==> src/rtl/mask_pkg.sv <==
// Shared types and constants for the mask scan controller.
// FSM state encoding, RGB565 field positions and default geometry.
package mask_pkg;

  localparam int          H_ACTIVE_DEF  = 640;
  localparam int          V_ACTIVE_DEF  = 480;
  localparam logic [31:0] THR_RESET_DEF = 32'd200;

  typedef logic [1:0] state_t;

  localparam state_t S_IDLE  = 2'd0;
  localparam state_t S_SCAN  = 2'd1;
  localparam state_t S_DRAIN = 2'd2;
  localparam state_t S_DONE  = 2'd3;

  localparam int R_HI = 15;
  localparam int R_LO = 11;
  localparam int G_HI = 10;
  localparam int G_LO = 5;
  localparam int B_HI = 4;
  localparam int B_LO = 0;

  localparam int DIFF_W = 19;

endpackage

==> src/rtl/mask_raster_cnt.sv <==
// x/y raster counter: clr zeroes, inc advances, holds at last pixel.
// Ports: clk_25, rst_n, clr, inc in; x, y (10b), last out.
module mask_raster_cnt #(
  parameter int H_ACTIVE = 640,
  parameter int V_ACTIVE = 480
) (
  input  logic       clk_25,
  input  logic       rst_n,
  input  logic       clr,
  input  logic       inc,
  output logic [9:0] x,
  output logic [9:0] y,
  output logic       last
);

  logic x_end;

  assign x_end = (x == 10'(H_ACTIVE - 1));
  assign last  = x_end && (y == 10'(V_ACTIVE - 1));

  always_ff @(posedge clk_25 or negedge rst_n) begin
    if (!rst_n) begin
      x <= '0;
      y <= '0;
    end else if (clr) begin
      x <= '0;
      y <= '0;
    end else if (inc && !last) begin
      if (x_end) begin
        x <= '0;
        y <= y + 10'd1;
      end else begin
        x <= x + 10'd1;
      end
    end
  end

endmodule

==> src/rtl/mask_scan_ctrl.sv <==
// Frame scan controller: pairs CCD/DVI pixels into the mask generator.
// Ports: start/thr in, FIFO pops, gen_* strobe, busy/frame_done/diff_count.
module mask_scan_ctrl
  import mask_pkg::*;
#(
  parameter int          H_ACTIVE  = H_ACTIVE_DEF,
  parameter int          V_ACTIVE  = V_ACTIVE_DEF,
  parameter logic [31:0] THR_RESET = THR_RESET_DEF
) (
  input  logic              clk_25,
  input  logic              rst_n,
  input  logic              start,
  input  logic              thr_wr,
  input  logic [31:0]       thr_data,
  input  logic              ccd_empty,
  input  logic [15:0]       ccd_data,
  output logic              ccd_pop,
  input  logic              dvi_empty,
  input  logic [15:0]       dvi_data,
  output logic              dvi_pop,
  output logic              gen_read,
  output logic [9:0]        gen_x,
  output logic [9:0]        gen_y,
  output logic [4:0]        gen_ccd_r,
  output logic [5:0]        gen_ccd_g,
  output logic [4:0]        gen_ccd_b,
  output logic [4:0]        gen_dvi_r,
  output logic [5:0]        gen_dvi_g,
  output logic [4:0]        gen_dvi_b,
  output logic [31:0]       gen_threshold,
  input  logic              gen_valid,
  input  logic              gen_mask,
  output logic              busy,
  output logic              frame_done,
  output logic [DIFF_W-1:0] diff_count
);

  state_t      state;
  state_t      state_nxt;
  logic [31:0] shadow;
  logic [1:0]  outst;
  logic [1:0]  outst_nxt;
  logic        fire;
  logic        start_ok;
  logic        cnt_en;
  logic        dec;
  logic        last;

  assign start_ok = (state == S_IDLE) && start;
  assign cnt_en   = (state == S_SCAN) || (state == S_DRAIN);
  assign fire     = (state == S_SCAN) && !ccd_empty && !dvi_empty;
  assign dec      = cnt_en && gen_valid && (outst != 2'd0);

  assign ccd_pop  = fire;
  assign dvi_pop  = fire;
  assign gen_read = fire;

  assign busy       = cnt_en;
  assign frame_done = (state == S_DONE);

  assign gen_ccd_r = ccd_data[R_HI:R_LO];
  assign gen_ccd_g = ccd_data[G_HI:G_LO];
  assign gen_ccd_b = ccd_data[B_HI:B_LO];
  assign gen_dvi_r = dvi_data[R_HI:R_LO];
  assign gen_dvi_g = dvi_data[G_HI:G_LO];
  assign gen_dvi_b = dvi_data[B_HI:B_LO];

  assign outst_nxt = outst + 2'(fire) - 2'(dec);

  mask_raster_cnt #(
    .H_ACTIVE (H_ACTIVE),
    .V_ACTIVE (V_ACTIVE)
  ) u_raster (
    .clk_25 (clk_25),
    .rst_n  (rst_n),
    .clr    (start_ok),
    .inc    (fire),
    .x      (gen_x),
    .y      (gen_y),
    .last   (last)
  );

  // DRAIN exits once the result arriving this cycle retires the
  // final outstanding read, so DONE follows it directly.
  always_comb begin
    state_nxt = state;
    unique case (state)
      S_IDLE:  if (start) state_nxt = S_SCAN;
      S_SCAN:  if (fire && last) state_nxt = S_DRAIN;
      S_DRAIN: if (outst_nxt == 2'd0) state_nxt = S_DONE;
      S_DONE:  state_nxt = S_IDLE;
      default: state_nxt = S_IDLE;
    endcase
  end

  always_ff @(posedge clk_25 or negedge rst_n) begin
    if (!rst_n) begin
      state <= S_IDLE;
    end else begin
      state <= state_nxt;
    end
  end

  always_ff @(posedge clk_25 or negedge rst_n) begin
    if (!rst_n) begin
      outst <= '0;
    end else if (start_ok) begin
      outst <= '0;
    end else begin
      outst <= outst_nxt;
    end
  end

  always_ff @(posedge clk_25 or negedge rst_n) begin
    if (!rst_n) begin
      shadow        <= THR_RESET;
      gen_threshold <= THR_RESET;
    end else begin
      if (thr_wr) shadow <= thr_data;
      if (start_ok) begin
        gen_threshold <= thr_wr ? thr_data : shadow;
      end
    end
  end

  always_ff @(posedge clk_25 or negedge rst_n) begin
    if (!rst_n) begin
      diff_count <= '0;
    end else if (start_ok) begin
      diff_count <= '0;
    end else if (cnt_en && gen_valid && !gen_mask &&
                 (diff_count != '1)) begin
      diff_count <= diff_count + 1'b1;
    end
  end

endmodule

==> config.mk <==
export PLATFORM = sky130hd
export DESIGN_NAME = mask_scan_ctrl
export DESIGN_NICKNAME = d
export VERILOG_FILES = /design/src/rtl/mask_pkg.sv /design/src/rtl/mask_raster_cnt.sv /design/src/rtl/mask_scan_ctrl.sv
export SDC_FILE = /design/constraint.sdc
export NUM_CORES = 1
export LEC_CHECK = 0
export ABC_AREA = 1
export CORE_MARGIN = 3
export CORE_UTILIZATION = 25
export DETAILED_ROUTE_END_ITERATION = 12
export DONT_BUFFER_PORTS = 1
export GPL_TIMING_DRIVEN = 0
export SETUP_SLACK_MARGIN = 0.05
export SYNTH_ARGS = -nofsm -noshare
export SYNTH_HDL_FRONTEND = slang
export SYNTH_HIERARCHICAL = 1
export SYNTH_SLANG_ARGS = --single-unit
==> constraint.sdc <==
create_clock -name clk_25 -period 2.1 [get_ports clk_25]
set_clock_uncertainty 0.05 [all_clocks]
set_input_delay 0 -clock clk_25 [delete_from_list [all_inputs] [get_ports clk_25]]
set_output_delay 0 -clock clk_25 [all_outputs]
set_load 0.1 [all_outputs]
==> results by group, run 1 <==
Status
  • Status: finished, violations left
  • Failing checks: negative hold slack, negative setup slack

CTS
  • Clock-pin slew on the worst setup and hold paths: 0.08 ns
  • CTS root buffer: clkbuf_16
  • Clock Sinks: 107
  • TritonCTS clock tree: done
  • CTS Buf Count: 9
  • Clk_lat worst skew: 0.35 ns
  • CTS max path bufs: 2
  • Cts hold-fix bufs: 37
  • CTS H-tree lvls: 3

Global route
  • Initial antenna violation count: 0
  • First-pass GRT wire length: 23500 um
  • GRT overflow: 0
  • Largest net degree at the start of global routing: 108
  • Vias in the first global route: 4296
  • Global Route Usage Sum: 0.121

STA
  • Crit share post-route: 1.30
  • Worst-Margin Slew: 1.37 ns
  • Unrepaired setup endpoints after global routing: true
  • Max Slew Vio Count: 0
  • # setup viols final: 26
  • Fin Setup TNS: -9.67 ns
  • Max Fclk: 367 MHz
  • Min Clock Period, post-route: 2.73 ns
  • Hold Slack: -0.721 ns
  • Fin worst setup slack: -0.626 ns
  • Hold Vio Cnt, Final: 107
  • Slew Limit Headroom: 0.0856

Floorplan
  • Core area: 22000 um2
  • Num ports: 180
  • Die H: 156 um
  • Starting density of the core: 0.256
  • Core Rows: 54
  • Full die area: 24400 um2
  • Die W: 156 um

Drt
  • WL/cell: 15.0 um
  • 1st-iter DRT viols: 221
  • DRC viols: 0
  • Final WL: 15000 um
  • Vias per cell: 4.41
  • Detail Route Antenna Nets: 0
  • Drt pass-1 iters: 4
  • Via count: 4418

Setup path
  • CP required: 2.29 ns
  • CP Depth: 13
  • Critical Path Max Stage Delay: 1.01 ns
  • Buffers & Inverters on Critical Path: 2
  • Slowest CP cell: nor3_4
  • FF-to-FF path depth: 13
  • Crit path launch type: flip-flop
  • Top delay family on crit path: simple AND/OR/NAND/NOR gates
  • Critical path data arrival time: 2.91 ns
  • Cell mode on critical path: nand2_2
  • Worst Path Class, Setup: flip-flop to flip-flop
  • Crit Path Max Fanout: 6
  • Crit-path cells: inv_2 > ha_4 > inv_4 > nor3_4 > ha_4 > xor2_1 > nand2_1 > nand2_2 > nand2_2 > nand2_2 > nand2_2 > nand2_1 > nand2_1
  • Kind of end point of the critical path: flip-flop

Pwr
  • Peak VDD IR: 0.000506 V
  • P_int: 4.22 mW
  • Part of the power in the clock network: 0.177
  • Sequential share of power: 0.552
  • Leakage Power: 3.23 nW
  • Switch Pwr: 5.14 mW
  • Power Dens Cells: 1320 nW/um2
  • Sw Ratio: 0.549
  • Comb pwr share: 0.271

Finish
  • Layout cell share with drive strength beyond 1: 0.276
  • Non-Filler Instances: 1002
  • Fill count: 2228
  • Diode count: 0
  • Final Cell Area: 7090 um2
  • Multi-input logic area: 2550 um2
  • Commonest non-fill, non-tap cells in the layout: nand2_1, dfrtp_1, buf_4, nand3_1, inv_1
  • Nets: 799
  • Commonest non-fill, non-tap cell in the layout: nand2_1
  • Register area: 2760 um2
  • Area growth syn-to-layout: 26.0%

Job
  • Max-Cap Viols: 0

Yosys
  • Syn. warnings: 6
  • Netlist cell types: 39
  • Syn nets: 731
  • Syn_area_per_cell: 8.67 um2
  • Seq/Total Area, Yosys: 0.477
  • Synthesized flop and latch total: 107
  • Mapped cell area: 5630 um2
  • Post-Syn Instances: 649

Place
  • Dpl cells: 929
  • GP Congestion: 0.823
  • Placement-stage cell area: 6030 um2
  • DP HPWL: 10100 um
  • IO buf count: 0
  • Placement Setup Slack: -0.961 ns

Hold path
  • Min-delay worst type: input port to async pin
[synth_stat cells, drive strengths merged]
cell type,count,share of area
nand2,231,0.16
dfrtp,101,0.45
nor3,2,0.0027
inv,47,0.032
nand3,49,0.046
xor2,14,0.022
clkinv,1,0.00067
clkbuf,8,0.0053
nand4,16,0.018
a31oi,1,0.0038
nand3b,4,0.0053
a21oi,2,0.0018
o21ai,18,0.017
ha,10,0.022
or2,3,0.0033
a211oi,1,0.0013
nor2,49,0.048
o21bai,3,0.0040
xnor2,4,0.0062
dfstp,6,0.028
a22oi,1,0.0013
mux2,32,0.064
buf,46,0.060
[flip-flops by register name, summed over array words and instances (netlist names)]
| register | flops |
|---|---|
| state | 2 |
| shadow | 32 |
| outst | 2 |
| u_raster/y | 10 |
| diff_count | 19 |
| u_raster/x | 10 |
| gen_threshold | 32 |
[power groups by stage]
stage	Combinational, mW	Sequential [mW]	Clock (mW)
2_1_floorplan	1.73	5.06	0
3_3_place_gp	2.07	5.20	0
3_5_place_dp	2.12	5.21	0
4_1_cts	2.51	5.17	1.73
5_1_grt	2.79	5.22	1.81
6_report	2.54	5.16	1.65
[stage by stage]
step | power [mW] | hold WS [ns] | util
floorplan | 6.80 | -0.346 | -
global placement | 7.27 | -0.343 | 0.275
detailed placement | 7.32 | -0.343 | 0.275
CTS | 9.41 | -0.738 | 0.320
global route | 9.82 | -0.744 | 0.323
finish | 9.35 | -0.721 | 0.323
[layout make-up]
type                            instances  share of cell area
Clock inverter                          5             0.00582
Buffer                                 54              0.0561
Timing Repair Buffer                   55              0.0792
Inverter                               48              0.0268
Sequential cell                       107               0.388
Tap cell                              280              0.0494
Clock buffer                           11              0.0342
Multi-Input combinational cell        442               0.360
[routing by layer]
layer / wire length (um) / vias up / track usage
li1: - / 2164 / -
met2: 7240 / 131 / 0.202
met4: 182 / 0 / 0.0357
met1: 6460 / 2111 / 0.151
met5: 0 / - / 0
met3: 1130 / 12 / 0.0380
[logic make-up (layout without fill, tap and decap cells)]
kind of cell,after synthesis,count (layout),share of synthesized area
simple gates,354,355,0.281
flops,107,107,0.477
buf+inv,102,173,0.0978
mux,32,32,0.0640
compound gates,26,27,0.0296
xor+xnor,18,18,0.0280
fa+ha+maj,10,10,0.0222
[worst reg2reg max path: cells and delay by family (launching register included)]
family                     cells  cell delay [ns]
xor gates and xnor gates       1             0.13
adders and majority gates      2             0.41
buffers and inverters          2             0.12
and+or+nand+nor                8             1.52
DFF                            1             0.40
[worst paths after layout]
path | start | end | slack (ns)
max | state[1] | state[1] | -0.63
max reg2reg | state[1] | state[1] | -0.63
min in group clk_25 | start | diff_count[5] | 0.04
max in group asynchronous | rst_n | shadow[6] | 2.38
min | rst_n | u_raster/y[8] | -0.72
min reg2reg | shadow[22] | shadow[22] | 0.43
[what timing repair did]
action | CTS | global route
hold endpoints to repair | 190 | 107
pin swaps | 19 | 18
gates cloned | 3 | 0
endpoints found under the setup margin | 77 | 78
setup buffers | 16 | 5
gates resized for setup | 49 | 31
(Power assumes the default switching activity.)
==> run 2: changes to the inputs <==
--- a/config.mk
+++ b/config.mk
@@ -11,6 +11,7 @@
 export DETAILED_ROUTE_END_ITERATION = 12
 export DONT_BUFFER_PORTS = 1
 export GPL_TIMING_DRIVEN = 0
+export HOLD_SLACK_MARGIN = 0.06
 export SETUP_SLACK_MARGIN = 0.05
 export SYNTH_ARGS = -nofsm -noshare
 export SYNTH_HDL_FRONTEND = slang
==> results by group, run 2 (same netlist as run 1, synthesis figures left out) <==
Status
  • Status: finished, violations left
  • Failing checks: negative hold slack, negative setup slack

Place
  • Placement-stage cell area: 6030 um2
  • Dpl cells: 929
  • IO buf count: 0
  • GP Congestion: 0.823
  • Placement Setup Slack: -0.961 ns
  • DP HPWL: 10100 um

Drt
  • Vias per cell: 4.39
  • Via count: 4412
  • Detail Route Antenna Nets: 0
  • Final WL: 15000 um
  • DRC viols: 0
  • 1st-iter DRT viols: 227
  • Drt pass-1 iters: 5
  • WL/cell: 14.9 um

Global route
  • Global Route Usage Sum: 0.121
  • Initial antenna violation count: 0
  • First-pass GRT wire length: 23500 um
  • Gr busiest metal: met2
  • GR Layer Usage met2: 0.202
  • GRT overflow: 0
  • Routing usage on met3: 0.0380
  • Largest net degree at the start of global routing: 108
  • GRT met1 Usage: 0.151
  • Vias in the first global route: 4299

Floorplan
  • Die W: 156 um
  • Die H: 156 um
  • Num ports: 180
  • Starting density of the core: 0.256
  • Core area: 22000 um2
  • Core Rows: 54
  • Full die area: 24400 um2

Setup path
  • Crit path launch type: flip-flop
  • CP required: 2.28 ns
  • Critical Path Max Stage Delay: 1.01 ns
  • Crit-path cells: inv_2 > ha_4 > inv_4 > nor3_4 > ha_4 > xor2_1 > nand2_1 > nand2_2 > nand2_2 > nand2_2 > nand2_2 > nand2_1 > nand2_1
  • Worst Path Class, Setup: flip-flop to flip-flop
  • Critical path data arrival time: 2.91 ns
  • Slowest CP cell: nor3_4
  • Kind of end point of the critical path: flip-flop
  • Crit Path Max Fanout: 6
  • Cell mode on critical path: nand2_2

Pwr
  • Peak VDD IR: 0.000506 V
  • Power Dens Cells: 1320 nW/um2
  • Leakage Power: 3.24 nW

Job
  • Max-Cap Viols: 0

STA
  • Min Clock Period, post-route: 2.73 ns
  • Max Fclk: 367 MHz
  • Fin worst setup slack: -0.626 ns
  • Crit share post-route: 1.30
  • Hold Vio Cnt, Final: 107
  • Unrepaired setup endpoints after global routing: true
  • Slew Limit Headroom: 0.0861
  • Max Slew Vio Count: 0
  • Fin Setup TNS: -9.64 ns
  • Hold Slack: -0.723 ns
  • Worst-Margin Slew: 1.37 ns
  • # setup viols final: 26

Finish
  • Diode count: 0
  • Non-Filler Instances: 1004
  • Commonest non-fill, non-tap cell in the layout: nand2_1
  • Nets: 801
  • Largest registers: gen_threshold: 32 flops, shadow: 32 flops, diff_count: 19 flops
  • Final Cell Area: 7110 um2
  • Area growth syn-to-layout: 26.4%
  • Layout cell share with drive strength beyond 1: 0.275
  • Commonest non-fill, non-tap cells in the layout: nand2_1, dfrtp_1, buf_4, nand3_1

CTS
  • Clk_lat worst skew: 0.36 ns
  • CTS max path bufs: 2
  • TritonCTS clock tree: done
  • Cts hold-fix bufs: 39
  • CTS Buf Count: 9
  • CTS root buffer: clkbuf_16
  • Clock Sinks: 107
  • CTS H-tree lvls: 3
  • Clock-pin slew on the worst setup and hold paths: 0.08 ns

Hold path
  • Min-delay worst type: input port to async pin
run 2: changes by cell type in the layout (fill, tap and decap cells not counted), sizes merged:
cell / before / now
dlygate4sd3: 37 / 39
run 2: final timing paths:
check                      slack [ns]  cells after the start            end       start
max                             -0.63                     13       state[1]    state[1]
min                             -0.72                      0  u_raster/y[8]       rst_n
max reg2reg                     -0.63                     13       state[1]    state[1]
min in group clk_25              0.10                      1        ccd_pop   dvi_empty
max in group asynchronous        2.39                      0      shadow[6]       rst_n
min reg2reg                      0.43                      1     shadow[22]  shadow[22]
run 2: per-stage QoR:
| stage | power, mW | utilization |
|---|---|---|
| 6_report | 9.36 | 0.324 |
| 5_1_grt | 9.83 | 0.324 |
| 4_1_cts | 9.42 | 0.321 |
| 3_5_place_dp | 7.32 | 0.275 |
| 3_3_place_gp | 7.27 | 0.275 |
| 2_1_floorplan | 6.80 | - |
run 2: repair_timing:
action	CTS	global route
endpoints found under the setup margin	77	78
resized for setup	49	31
gates cloned	3	0
pin swaps	19	18
endpoints found under the hold margin	202	107
setup buffers	16	5
run 2: power breakdown:
group | switching [mW] | total [mW] | internal, mW | leakage (nW)
sequential | 2.69 | 5.16 | 2.48 | 1.31
combinational | 1.65 | 2.54 | 0.891 | 1.80
clock | 0.799 | 1.65 | 0.854 | 0.138
run 2: layer usage:
layer / wire length, um / vias to the layer above
met3: 1130 / 12
met1: 6490 / 2106
met5: 0 / -
li1: - / 2169
met2: 7210 / 125
met4: 166 / 0
run 2: layout make-up:
cell class / instances / area (um2)
fillers: 2227 / 14800
flip-flops and latches: 107 / 2760
multi-input cells: 442 / 2550
repair buffers: 57 / 582
plain buffers: 54 / 398
well taps: 280 / 350
clock buffers: 11 / 243
inverters: 48 / 190
clock inverters: 5 / 41.3
run 2: critical path, delay by kind of cell (launching register included):
kind	cells	cell delay (ns)
adder cells (fa/ha/maj)	2	0.41
XOR/XNOR	1	0.13
AND/OR/NAND/NOR	8	1.52
buffers and inverters	2	0.12
flip-flops	1	0.40
==> run 3: changes to the inputs <==
--- a/config.mk
+++ b/config.mk
@@ -7,11 +7,12 @@
 export LEC_CHECK = 0
 export ABC_AREA = 1
 export CORE_MARGIN = 3
-export CORE_UTILIZATION = 25
+export CORE_UTILIZATION = 58
 export DETAILED_ROUTE_END_ITERATION = 12
 export DONT_BUFFER_PORTS = 1
 export GPL_TIMING_DRIVEN = 0
 export HOLD_SLACK_MARGIN = 0.06
+export PLACE_DENSITY = 0.76
 export SETUP_SLACK_MARGIN = 0.05
 export SYNTH_ARGS = -nofsm -noshare
 export SYNTH_HDL_FRONTEND = slang
==> results by group, run 3 (same netlist as run 1, synthesis figures left out) <==
STA
  • Hold Slack: -0.753 ns
  • # setup viols final: 28
  • Fin worst setup slack: -0.686 ns
  • Crit share post-route: 1.33
  • Unrepaired setup endpoints after global routing: true
  • Fin Setup TNS: -12.04 ns
  • Max Fclk: 359 MHz
  • Min Clock Period, post-route: 2.79 ns
  • Slew Limit Headroom: 0.0587
  • Max Slew Vio Count: 0
  • Worst-Margin Slew: 1.41 ns
  • Hold Vio Cnt, Final: 107

Pwr
  • Tot Pwr: 9.01 mW
  • Peak VDD IR: 0.00104 V
  • Power Dens Cells: 1300 nW/um2
  • Leakage Power: 3.25 nW

Global route
  • GRT overflow: 0
  • Largest net degree at the start of global routing: 108
  • First-pass GRT wire length: 22100 um
  • Global Route Usage Sum: 0.248
  • Initial antenna violation count: 0
  • Vias in the first global route: 4486

Drt
  • 1st-iter DRT viols: 209
  • Final WL: 14000 um
  • Drt pass-1 iters: 5
  • Via count: 4544
  • DRC viols: 0
  • Detail Route Antenna Nets: 0
  • WL/cell: 16.4 um
  • Vias per cell: 5.33

Setup path
  • Crit path launch type: flip-flop
  • Kind of end point of the critical path: flip-flop
  • Worst Path Class, Setup: flip-flop to flip-flop
  • CP required: 2.32 ns
  • Critical path data arrival time: 3.01 ns
  • R2R Setup Slk: -0.69 ns
  • Crit Path Max Fanout: 8

Floorplan
  • Core Rows: 35
  • Core area: 9330 um2
  • Die H: 105 um
  • Num ports: 180
  • Die W: 105 um
  • Starting density of the core: 0.603
  • Full die area: 10900 um2

Place
  • Placement Setup Slack: -0.794 ns
  • GP Congestion: 0.912
  • IO buf count: 0
  • DP HPWL: 9050 um

Finish
  • Area growth syn-to-layout: 23.0%
  • Final core utilization: 0.743
  • Nets: 801
  • Diode count: 0
  • Commonest non-fill, non-tap cells in the layout: nand2_1, dfrtp_1, buf_4, nand3_1, inv_1
  • Commonest non-fill, non-tap cell in the layout: nand2_1
  • Largest registers: gen_threshold: 32 flops, shadow: 32 flops, diff_count: 19 flops
  • Fill count: 632
  • Register area: 2750 um2
  • Layout cell share with drive strength beyond 1: 0.300
  • Multi-input logic area: 2620 um2

CTS
  • CTS Buf Count: 9
  • CTS H-tree lvls: 3
  • CTS root buffer: clkbuf_8
  • Clock-pin slew on the worst setup and hold paths: 0.12 ns
  • Cts hold-fix bufs: 37
  • TritonCTS clock tree: done
  • Clk_lat worst skew: 0.37 ns
  • CTS max path bufs: 2
  • Clock Sinks: 107

Status
  • Failing checks: negative hold slack, negative setup slack
  • Status: finished, violations left

Hold path
  • Min-delay worst type: input port to async pin

Job
  • Max-Cap Viols: 0
[run 3: layer usage]
layer  up-vias  routed length [um]  track usage
li1       2168                   -            -
met5         -                   0            0
met1      2167                5440        0.301
met4         0                 319       0.0893
met3        26                1010       0.0627
met2       183                7240        0.427
[run 3: cell type report]
cell class / instances / area share
plain buffers: 53 / 0.0549
clock buffers: 10 / 0.0184
flip-flops and latches: 107 / 0.396
inverters: 48 / 0.0273
repair buffers: 60 / 0.0919
multi-input cells: 440 / 0.378
clock inverters: 6 / 0.00975
well taps: 129 / 0.0233
[run 3: power by group]
part           switching (mW)  internal [mW]  leakage (nW)
sequential               2.68           2.47          1.31
combinational            1.67          0.931          1.84
clock                   0.792          0.471        0.0978
total                    5.14           3.87          3.25
[run 3: final timing paths]
| kind | from | end | depth (start not counted) |
|---|---|---|---|
| worst min register to register | shadow[22] | shadow[22] | 1 |
| worst max register to register | state[1] | state[0] | 13 |
| min in group clk_25 | dvi_empty | ccd_pop | 1 |
| worst max-delay path | state[1] | state[0] | 13 |
| worst min-delay path | rst_n | shadow[8] | 0 |
| max in group asynchronous | rst_n | shadow[3] | 0 |
[run 3: stage by stage]
stage                     cell area, um2  cells  hold WS, ns
after global routing                6930    853       -0.783
final                               6930    853       -0.753
after floorplan                     5680    649       -0.346
after CTS                           6690    847       -0.766
after global placement              5840    778       -0.343
after detailed placement            5840    778       -0.343
[run 3: worst max-delay path, cell delays in order (launching register included)]
cell and delay, ns:
dfrtp_1 0.42, inv_2 0.08, ha_4 0.13, inv_2 0.04
nor3_4 1.04, ha_4 0.28, xor2_1 0.15, nand2_1 0.07
nand2_1 0.08, nand2_1 0.08, nand2_2 0.09, nand2_2 0.06
nand2_1 0.07, nand2_1 0.05
[run 3: what timing repair did]
| action | 4_1_cts | 5_1_grt |
|---|---|---|
| pin swaps | 12 | 33 |
| setup buffers | 15 | 7 |
| gates cloned | 1 | 2 |
| setup endpoints to repair | 55 | 77 |
| gates resized for setup | 38 | 65 |
| hold endpoints to repair | 192 | 107 |
